### config.mk
export PLATFORM = sky130hd
export DESIGN_NAME = alu_nbit_sekuencial
export DESIGN_NICKNAME = d
export VERILOG_FILES = /design/src/rtl/alu_nbit_sekuencial.sv
export SDC_FILE = /design/constraint.sdc
export NUM_CORES = 1
export LEC_CHECK = 0
export CAP_MARGIN = 20
export CELL_PAD_IN_SITES_DETAIL_PLACEMENT = 1
export CELL_PAD_IN_SITES_GLOBAL_PLACEMENT = 2
export CORE_MARGIN = 3
export CORE_UTILIZATION = 27
export DETAILED_ROUTE_END_ITERATION = 16
export HOLD_SLACK_MARGIN = 0.05
export PLACE_DENSITY_LB_ADDON = 0.1
export SYNTH_ARGS = -nofsm -noshare
export SYNTH_HDL_FRONTEND = slang
export SYNTH_SLANG_ARGS = --single-unit
export TNS_END_PERCENT = 50
### constraint.sdc
create_clock -name Clock -period 9.5 [get_ports Clock]
set_clock_uncertainty 0.2 [all_clocks]
set_input_delay 1.9 -clock Clock [delete_from_list [all_inputs] [get_ports Clock]]
set_output_delay 1.9 -clock Clock [all_outputs]
set_load 0.01 [all_outputs]
### src/rtl/alu_nbit_sekuencial.sv
// WIDTH-bit ALU with valid/ready on both sides: logic/ADD/SLT in one cycle, shifts and MUL iterate.
// Latency 1 (single-cycle ops, zero shifts), n+1 (shift by n) or WIDTH+1 (MUL); Result held until OutReady.
module alu_nbit_sekuencial #(
  parameter  int WIDTH = 16,
  localparam int SHW   = $clog2(WIDTH)
) (
  input  logic             Clock,
  input  logic             Reset_n,
  input  logic             InValid,
  output logic             InReady,
  input  logic [WIDTH-1:0] A,
  input  logic [WIDTH-1:0] B,
  input  logic             CIN,
  input  logic             BInvert,
  input  logic [2:0]       Op,
  output logic             OutValid,
  input  logic             OutReady,
  output logic [WIDTH-1:0] Result,
  output logic             Zero,
  output logic             Negative,
  output logic             CarryOut,
  output logic             Overflow
);

  localparam logic [2:0] OP_AND = 3'b000;
  localparam logic [2:0] OP_OR  = 3'b001;
  localparam logic [2:0] OP_XOR = 3'b010;
  localparam logic [2:0] OP_ADD = 3'b011;
  localparam logic [2:0] OP_SLT = 3'b100;
  localparam logic [2:0] OP_SLL = 3'b101;
  localparam logic [2:0] OP_SRL = 3'b110;
  localparam logic [2:0] OP_MUL = 3'b111;

  typedef enum logic [1:0] {IDLE, BUSY, DONE} state_t;

  state_t           state_q;
  logic [2:0]       op_q;
  logic [WIDTH-1:0] a_q;
  logic [WIDTH-1:0] hi_q;
  logic [WIDTH-1:0] lo_q;
  logic [SHW:0]     cnt_q;
  logic [WIDTH-1:0] result_q;
  logic             zero_q, neg_q, carry_q, ovf_q;
  logic             out_valid_q, in_ready_q;

  logic [WIDTH-1:0] mb;
  logic [WIDTH:0]   sum, diff;
  logic             slt_ovf;
  logic [WIDTH-1:0] sc_res_d;
  logic             sc_c_d, sc_v_d;
  logic             zero_shift;
  logic [WIDTH:0]   mul_sum;
  logic [WIDTH-1:0] shift_d, busy_res_d;
  logic             busy_v_d;

  // Single-cycle datapath, evaluated directly on the request operands.
  always_comb begin
    mb       = BInvert ? ~B : B;
    sum      = {1'b0, A} + {1'b0, mb} + {{WIDTH{1'b0}}, CIN};
    diff     = {1'b0, A} + {1'b0, ~B} + (WIDTH+1)'(1);
    slt_ovf  = (A[WIDTH-1] != B[WIDTH-1]) && (diff[WIDTH-1] != A[WIDTH-1]);
    sc_res_d = A;
    sc_c_d   = 1'b0;
    sc_v_d   = 1'b0;
    case (Op)
      OP_AND: sc_res_d = A & mb;
      OP_OR:  sc_res_d = A | mb;
      OP_XOR: sc_res_d = A ^ mb;
      OP_ADD: begin
        sc_res_d = sum[WIDTH-1:0];
        sc_c_d   = sum[WIDTH];
        sc_v_d   = (A[WIDTH-1] == mb[WIDTH-1]) && (sum[WIDTH-1] != A[WIDTH-1]);
      end
      OP_SLT: begin
        sc_res_d = {{(WIDTH-1){1'b0}}, diff[WIDTH-1] ^ slt_ovf};
        sc_c_d   = diff[WIDTH];
      end
      default: sc_res_d = A;
    endcase
    zero_shift = ((Op == OP_SLL) || (Op == OP_SRL)) && (B[SHW-1:0] == '0);
  end

  // Iterative step: {hi,lo} is the shift-add product register; lo doubles as the shift register.
  always_comb begin
    mul_sum    = {1'b0, hi_q} + {1'b0, (lo_q[0] ? a_q : {WIDTH{1'b0}})};
    shift_d    = (op_q == OP_SLL) ? (lo_q << 1) : (lo_q >> 1);
    busy_res_d = shift_d;
    busy_v_d   = 1'b0;
    if (op_q == OP_MUL) begin
      busy_res_d = {mul_sum[0], lo_q[WIDTH-1:1]};
      busy_v_d   = |mul_sum[WIDTH:1];
    end
  end

  always_ff @(posedge Clock) begin
    if (!Reset_n) begin
      state_q     <= IDLE;
      op_q        <= OP_AND;
      a_q         <= '0;
      hi_q        <= '0;
      lo_q        <= '0;
      cnt_q       <= '0;
      result_q    <= '0;
      zero_q      <= 1'b0;
      neg_q       <= 1'b0;
      carry_q     <= 1'b0;
      ovf_q       <= 1'b0;
      out_valid_q <= 1'b0;
      in_ready_q  <= 1'b1;
    end else begin
      case (state_q)
        IDLE: begin
          if (InValid) begin
            op_q       <= Op;
            a_q        <= A;
            in_ready_q <= 1'b0;
            if (!Op[2] || (Op == OP_SLT) || zero_shift) begin
              result_q    <= sc_res_d;
              zero_q      <= (sc_res_d == '0);
              neg_q       <= sc_res_d[WIDTH-1];
              carry_q     <= sc_c_d;
              ovf_q       <= sc_v_d;
              out_valid_q <= 1'b1;
              state_q     <= DONE;
            end else if (Op == OP_MUL) begin
              hi_q    <= '0;
              lo_q    <= B;
              cnt_q   <= (SHW+1)'(WIDTH);
              state_q <= BUSY;
            end else begin
              lo_q    <= A;
              cnt_q   <= {1'b0, B[SHW-1:0]};
              state_q <= BUSY;
            end
          end
        end
        BUSY: begin
          if (op_q == OP_MUL) begin
            hi_q <= mul_sum[WIDTH:1];
            lo_q <= {mul_sum[0], lo_q[WIDTH-1:1]};
          end else begin
            lo_q <= shift_d;
          end
          cnt_q <= cnt_q - (SHW+1)'(1);
          if (cnt_q == (SHW+1)'(1)) begin
            result_q    <= busy_res_d;
            zero_q      <= (busy_res_d == '0);
            neg_q       <= busy_res_d[WIDTH-1];
            carry_q     <= 1'b0;
            ovf_q       <= busy_v_d;
            out_valid_q <= 1'b1;
            state_q     <= DONE;
          end
        end
        DONE: begin
          if (OutReady) begin
            out_valid_q <= 1'b0;
            in_ready_q  <= 1'b1;
            state_q     <= IDLE;
          end
        end
        default: begin
          out_valid_q <= 1'b0;
          in_ready_q  <= 1'b1;
          state_q     <= IDLE;
        end
      endcase
    end
  end

  assign InReady  = in_ready_q;
  assign OutValid = out_valid_q;
  assign Result   = result_q;
  assign Zero     = zero_q;
  assign Negative = neg_q;
  assign CarryOut = carry_q;
  assign Overflow = ovf_q;

endmodule

==> impl_metrics.json, run 1 <==
{
  "routed_wl_mm": 27.05,
  "fp-row-count": 57,
  "finalCriticalPeriod_ns": 5.456,
  "yosysSeqAreaShare": 0.2334,
  "maxSlewViolCount": 0,
  "cts_resized": 0,
  "finalNetCount": 1063,
  "yosys.cell_types.count": 75,
  "cts_tree": "done",
  "tightest_slew_ns": 1.104,
  "fmax_mhz": 183.3,
  "ctsHoldBuffers": 0,
  "tns_ns": 0,
  "crit_required_ns": 9.53,
  "ir_worst_vdd_v": 0.00006816,
  "final_common_cell": "nand2_1",
  "rsz0062_at_grt": "no",
  "grt_overflow": 0,
  "syn-cell-area_mm2": 0.006776,
  "power_mw": 1.097,
  "maxCapViolations": 0,
  "max_slew_margin": 0.2615,
  "p_switching_mw": 0.3965,
  "synth_warnings": 0,
  "dp_hpwl_mm": 20.59,
  "synth_ff_type": "dfxtp_1",
  "layout-drive-gt1-share": 0.05115,
  "track_usage": 0.2015,
  "postRouteAntennaNets": 0,
  "path_buf_inv": 3,
  "io_pins": 63,
  "synthArstFlopShare": 0,
  "power.internal_mw": 0.7009,
  "slowest_stage": "clkdlybuf4s50_1",
  "syn_inst": 918,
  "cp-start-kind": "primary input",
  "sequentialPowerShare": 0.341,
  "setup_viol": 0,
  "core_mm2": 0.02446,
  "cp_max_fo": 16,
  "clk_pin_slew_ns": 0.06,
  "drtIter0Drc": 412,
  "vias": 6888,
  "port_buffers": 62,
  "reg2reg_slack_ns": 5.73,
  "hp-class": "flop to flop",
  "cp_top_family": "compound AO/OA/AOI/OAI gates",
  "initial_utilization": 0.2770,
  "power.density_mw_per_mm2": 137.0,
  "fp.dieW_um": 164.4,
  "synth_edf_count": 0,
  "comb_power_share": 0.321,
  "insertion_delay_ns": 0.36,
  "switching_share": 0.3613,
  "antenna_found_initial": 0,
  "remaining_drc_errors": 0,
  "dr.pass1.iters": 5,
  "cts_inserted_buffers": 9,
  "hold_violations": 0,
  "synth_area_per_cell_um2": 7.382,
  "vias_per_cell": 5.373,
  "wl_per_cell_um": 21.10,
  "cts-root-buf": "clkbuf_16",
  "synth-seq-cells": 79,
  "fp.dieH_um": 164.4,
  "grt_max_degree": 69,
  "cts_num_sinks": 79,
  "htree_levels": 3,
  "clockBufferDepth": 2,
  "syn-num-nets": 1028,
  "n_antenna_cell": 0,
  "slowest_delay_ns": 0.47,
  "finalHoldWorstSlack_ns": 0.2546,
  "cts_setup_buffers": 0,
  "final_cell_mix": "nand2_1 (117), a21oi_1 (102), dfxtp_1 (79)",
  "crit_type": "primary input to flop",
  "end_kind": "flop",
  "outcome": "completed",
  "min_period_over_period": 0.5743,
  "syn_to_final_growth_pct": 18.19,
  "grt_pass1_wl_mm": 41.75,
  "path_cells": "clkdlybuf4s50_1 -> buf_4 -> xor2_1 -> inv_1 -> fa_1 -> nand3b_1 -> a31oi_1 -> a2bb2oi_1 -> a21oi_1 -> xnor2_1 -> o211ai_1 -> nor4_1 -> nor3_1",
  "grt_pass1_vias": 7033,
  "clockPowerShare": 0.338,
  "p_leak_nw": 3.350,
  "arrival_ns": 5.49,
  "dieArea_mm2": 0.02704,
  "place_congestion": 0.8523
}
-- power groups by stage --
stage	logic [mW]	registers [mW]	clock network, mW
2_1_floorplan	0.221	0.376	0
3_3_place_gp	0.354	0.381	0
5_1_grt	0.390	0.377	0.398
4_1_cts	0.355	0.374	0.386
3_5_place_dp	0.353	0.381	0
6_report	0.353	0.374	0.371
-- area by class of cell --
class                           count  area, µm²
Sequential cell                    79       1582
Fill cell                        2997      16450
Inverter                           72      270.3
Clock buffer                        9      225.2
Multi-Input combinational cell    717       4737
Tap cell                          324      405.4
Timing Repair Buffer               74      710.7
Clock inverter                      7      78.83
-- logic make-up after synthesis --
logic type               share of synthesized area
adder cells (fa/ha/maj)                     0.1318
AO/OA/AOI/OAI                               0.2843
XOR/XNOR                                   0.04524
multiplexers                               0.03582
buffers and inverters                      0.06905
AND/OR/NAND/NOR                             0.2003
flip-flops                                  0.2334
-- flip-flops by register name, summed over array words and instances, names as in the netlist, 2 cells and up --
signal,cells
cnt_q,5
state_q,2
a_q,16
lo_q,16
hi_q,16
Result,16
op_q,3
-- worst register-to-register path, stage by stage (launching register included) --
cell and delay [ns]:
dfxtp_1 0.74, and2_1 0.23, ha_1 0.22, inv_1 0.08
fa_1 0.43, nor2b_1 0.16, o31a_1 0.26, or4_1 0.14
nand3_1 0.11, nor4_1 0.49, o2111ai_1 0.24, nor4_1 0.26
nor3_1 0.08
-- synthesized netlist by cell type (5+ instances only) --
library cell  instances  area, µm²
nand2_1             117      439.2
a21oi_1             102      510.5
nor2_1               81      304.0
dfxtp_1              79       1582
inv_1                70      262.8
ha_1                 65      813.3
clkbuf_1             39      146.4
o21ai_0              38      190.2
a22oi_1              23      172.7
xor2_1               23      201.4
and2_1               22      137.6
nor3_1               20      100.1
o211ai_1             15      112.6
a211oi_1             14      105.1
mux2i_1              13      130.1
a21o_1               12      90.09
nand3_1              12      60.06
xnor2_1              12      105.1
nand2b_1              8      50.05
o21ai_1               8      40.04
o22ai_1               8      50.05
a311oi_1              7      61.31
nor4_1                7      43.79
o221ai_1              7      61.31
a31oi_1               6      37.54
nor2b_1               6      37.54
buf_1                 5      18.77
buf_2                 5      25.02
nand4_1               5      31.28
o21a_1                5      37.54
o31ai_1               5      37.54
or3_1                 5      31.28
-- final timing paths --
kind | cells past startpoint | end | start
worst max-delay path | 13 | Overflow | BInvert
worst min-delay path | 2 | a_q[12] | a_q[12]
worst min register to register | 2 | a_q[12] | a_q[12]
worst max register to register | 12 | Overflow | lo_q[0]
-- per-stage QoR --
stage | setup WS, ns | util | instances | area, µm²
final | 4.044 | 0.3274 | 1282 | 8009
after global placement | 3.669 | 0.3150 | 1266 | 7705
after floorplan | 4.321 | - | 918 | 6777
after global routing | 3.736 | 0.3274 | 1282 | 8009
after CTS | 4.013 | 0.3274 | 1282 | 8009
after detailed placement | 3.661 | 0.3150 | 1266 | 7705
-- per-layer routing --
metal	track usage	wire [µm]	vias up
met3	0.02909	839	18
met2	0.3371	12860	123
met5	0	0	-
li1	-	-	3351
met1	0.2766	13020	3396
met4	0.04194	337	0
Power figures use the tool's default switching activity.
==> run 2, diff against run 1 <==
==> constraint.sdc (replaced) <==
create_clock -name Clock -period 4.9 [get_ports Clock]
set_clock_uncertainty 0.2 [all_clocks]
set_input_delay 0.98 -clock Clock [delete_from_list [all_inputs] [get_ports Clock]]
set_output_delay 0.98 -clock Clock [all_outputs]
set_load 0.01 [all_outputs]
==> run 2 against run 1 <==
  * Sequential power grew 94%
  * Count of clock-buffer cells in the layout unchanged
  * Cell count grew 2.8%
  * Clock power is 96% higher
  * Non-clock buffer count grew 36
  * Critical path type unchanged
  * Largest power group is now the clock network
==> impl_metrics.json, run 2 (synthesized netlist as in run 1, its figures left out) <==
{
  "outcome": "completed",
  "wl_per_cell_um": 21.10,
  "routed_wl_mm": 27.81,
  "fmax_mhz": 229.5,
  "insertion_delay_ns": 0.35,
  "ir_worst_vdd_v": 0.0001771,
  "drtIter0Drc": 350,
  "arrival_ns": 4.43,
  "fp.dieW_um": 164.4,
  "fill_cells": 2949,
  "clockBufferDepth": 2,
  "tightest_slew_ns": 1.116,
  "dieArea_mm2": 0.02704,
  "port_buffers": 62,
  "maxCapViolations": 0,
  "fp-row-count": 57,
  "power.density_mw_per_mm2": 261.9,
  "finalHoldWorstSlack_ns": 0.2524,
  "htree_levels": 3,
  "hold_violations": 0,
  "fin_util": 0.3395,
  "max_slew_margin": 0.2540,
  "tns_ns": 0,
  "postRouteAntennaNets": 0,
  "min_period_over_period": 0.8894,
  "rsz0062_at_grt": "no",
  "clk_pin_slew_ns": 0.07,
  "setup_viol": 0,
  "track_usage": 0.2099,
  "end_kind": "flop",
  "grt_max_degree": 39,
  "hp-class": "flop to flop",
  "n_antenna_cell": 0,
  "fp.dieH_um": 164.4,
  "io_pins": 63,
  "cts_tree": "done",
  "remaining_drc_errors": 0,
  "dr.pass1.iters": 4,
  "crit_type": "primary input to flop",
  "cp-start-kind": "primary input",
  "ctsHoldBuffers": 0,
  "vias": 6972,
  "cts_inserted_buffers": 9,
  "layout-drive-gt1-share": 0.08451,
  "syn_to_final_growth_pct": 22.54,
  "initial_utilization": 0.2770,
  "p_leak_nw": 3.534,
  "cts_setup_buffers": 0,
  "finalCriticalPeriod_ns": 4.358,
  "grt_pass1_vias": 7234,
  "final_common_cell": "nand2_1",
  "cts-root-buf": "clkbuf_16",
  "grt_pass1_wl_mm": 43.44,
  "vias_per_cell": 5.290,
  "antenna_found_initial": 0,
  "place_congestion": 0.8144,
  "cts_num_sinks": 79,
  "grt_overflow": 0,
  "finalNetCount": 1099,
  "core_mm2": 0.02446,
  "cts_resized": 0,
  "maxSlewViolCount": 0,
  "cp_max_fo": 2,
  "dp_hpwl_mm": 21.51,
  "crit_required_ns": 4.97,
  "final_cell_mix": "nand2_1 (117), a21oi_1 (102), dfxtp_1 (79)"
}
==> run 2: changes by cell type in the layout (fill, tap and decap cells not counted), sizes merged <==
cell and change:
buf +36
==> run 2: layout make-up <==
type	instances	area, µm²	share of cell area
multi-input combinational	717	4735	0.5701
sequential	79	1582	0.1904
timing repair buffer	110	1006	0.1211
clock buffer	9	225.2	0.02712
inverter	72	270.3	0.03254
tap	324	405.4	0.04882
clock inverter	7	81.33	0.009794
==> run 2: critical path, stage by stage <==
cell and delay [ns]:
clkdlybuf4s50_1 0.61, xor2_1 0.22, inv_1 0.09, fa_1 0.38, inv_1 0.08, fa_1 0.20
xor2_1 0.08, mux4_2 0.46, a221oi_1 0.37, o2111a_1 0.26, o2111ai_1 0.13, nor3_1 0.15
o211ai_1 0.16, o31ai_2 0.23
==> run 2: final timing paths <==
kind,slack (ns),cells after the start,start,to
max,0.54,14,BInvert,Zero
min,0.25,2,a_q[9],a_q[9]
max reg2reg,1.38,12,lo_q[0],Overflow
min reg2reg,0.25,2,a_q[9],a_q[9]
==> run 2: report_power, final <==
part	total [mW]	internal [mW]	switching, mW
Combinational	0.723	0.302	0.421
Sequential	0.724	0.686	0.0372
Clock	0.728	0.403	0.325
Total	2.17	1.39	0.783
==> run 2: layer usage <==
layer / GRT usage / wire length (µm) / up-vias
met4: 0.03774 / 279 / 0
met2: 0.3549 / 13040 / 98
met5: 0 / 0 / -
met3: 0.02207 / 784 / 19
met1: 0.2925 / 13710 / 3435
li1: - / - / 3420
==> run 2: stage by stage <==
stage                     total power, mW  instances  worst slack, ns  instance area [µm²]
after floorplan                     1.157        918           0.6413                 6777
after global placement              1.460       1302           0.2147                 7998
after detailed placement            1.464       1302           0.1840                 7998
after CTS                           2.204       1318           0.5477                 8304
after global routing                2.309       1318           0.2583                 8304
final                               2.175       1318           0.5420                 8304
==> run 3, diff against run 2 <==
--- a/config.mk
+++ b/config.mk
@@ -13,6 +13,7 @@
 export DETAILED_ROUTE_END_ITERATION = 16
 export HOLD_SLACK_MARGIN = 0.05
 export PLACE_DENSITY_LB_ADDON = 0.1
+export SETUP_SLACK_MARGIN = 0.02
 export SYNTH_ARGS = -nofsm -noshare
 export SYNTH_HDL_FRONTEND = slang
 export SYNTH_SLANG_ARGS = --single-unit
==> results of run 3 <==
Final layout, timing and power as in run 2 (identical DEF).
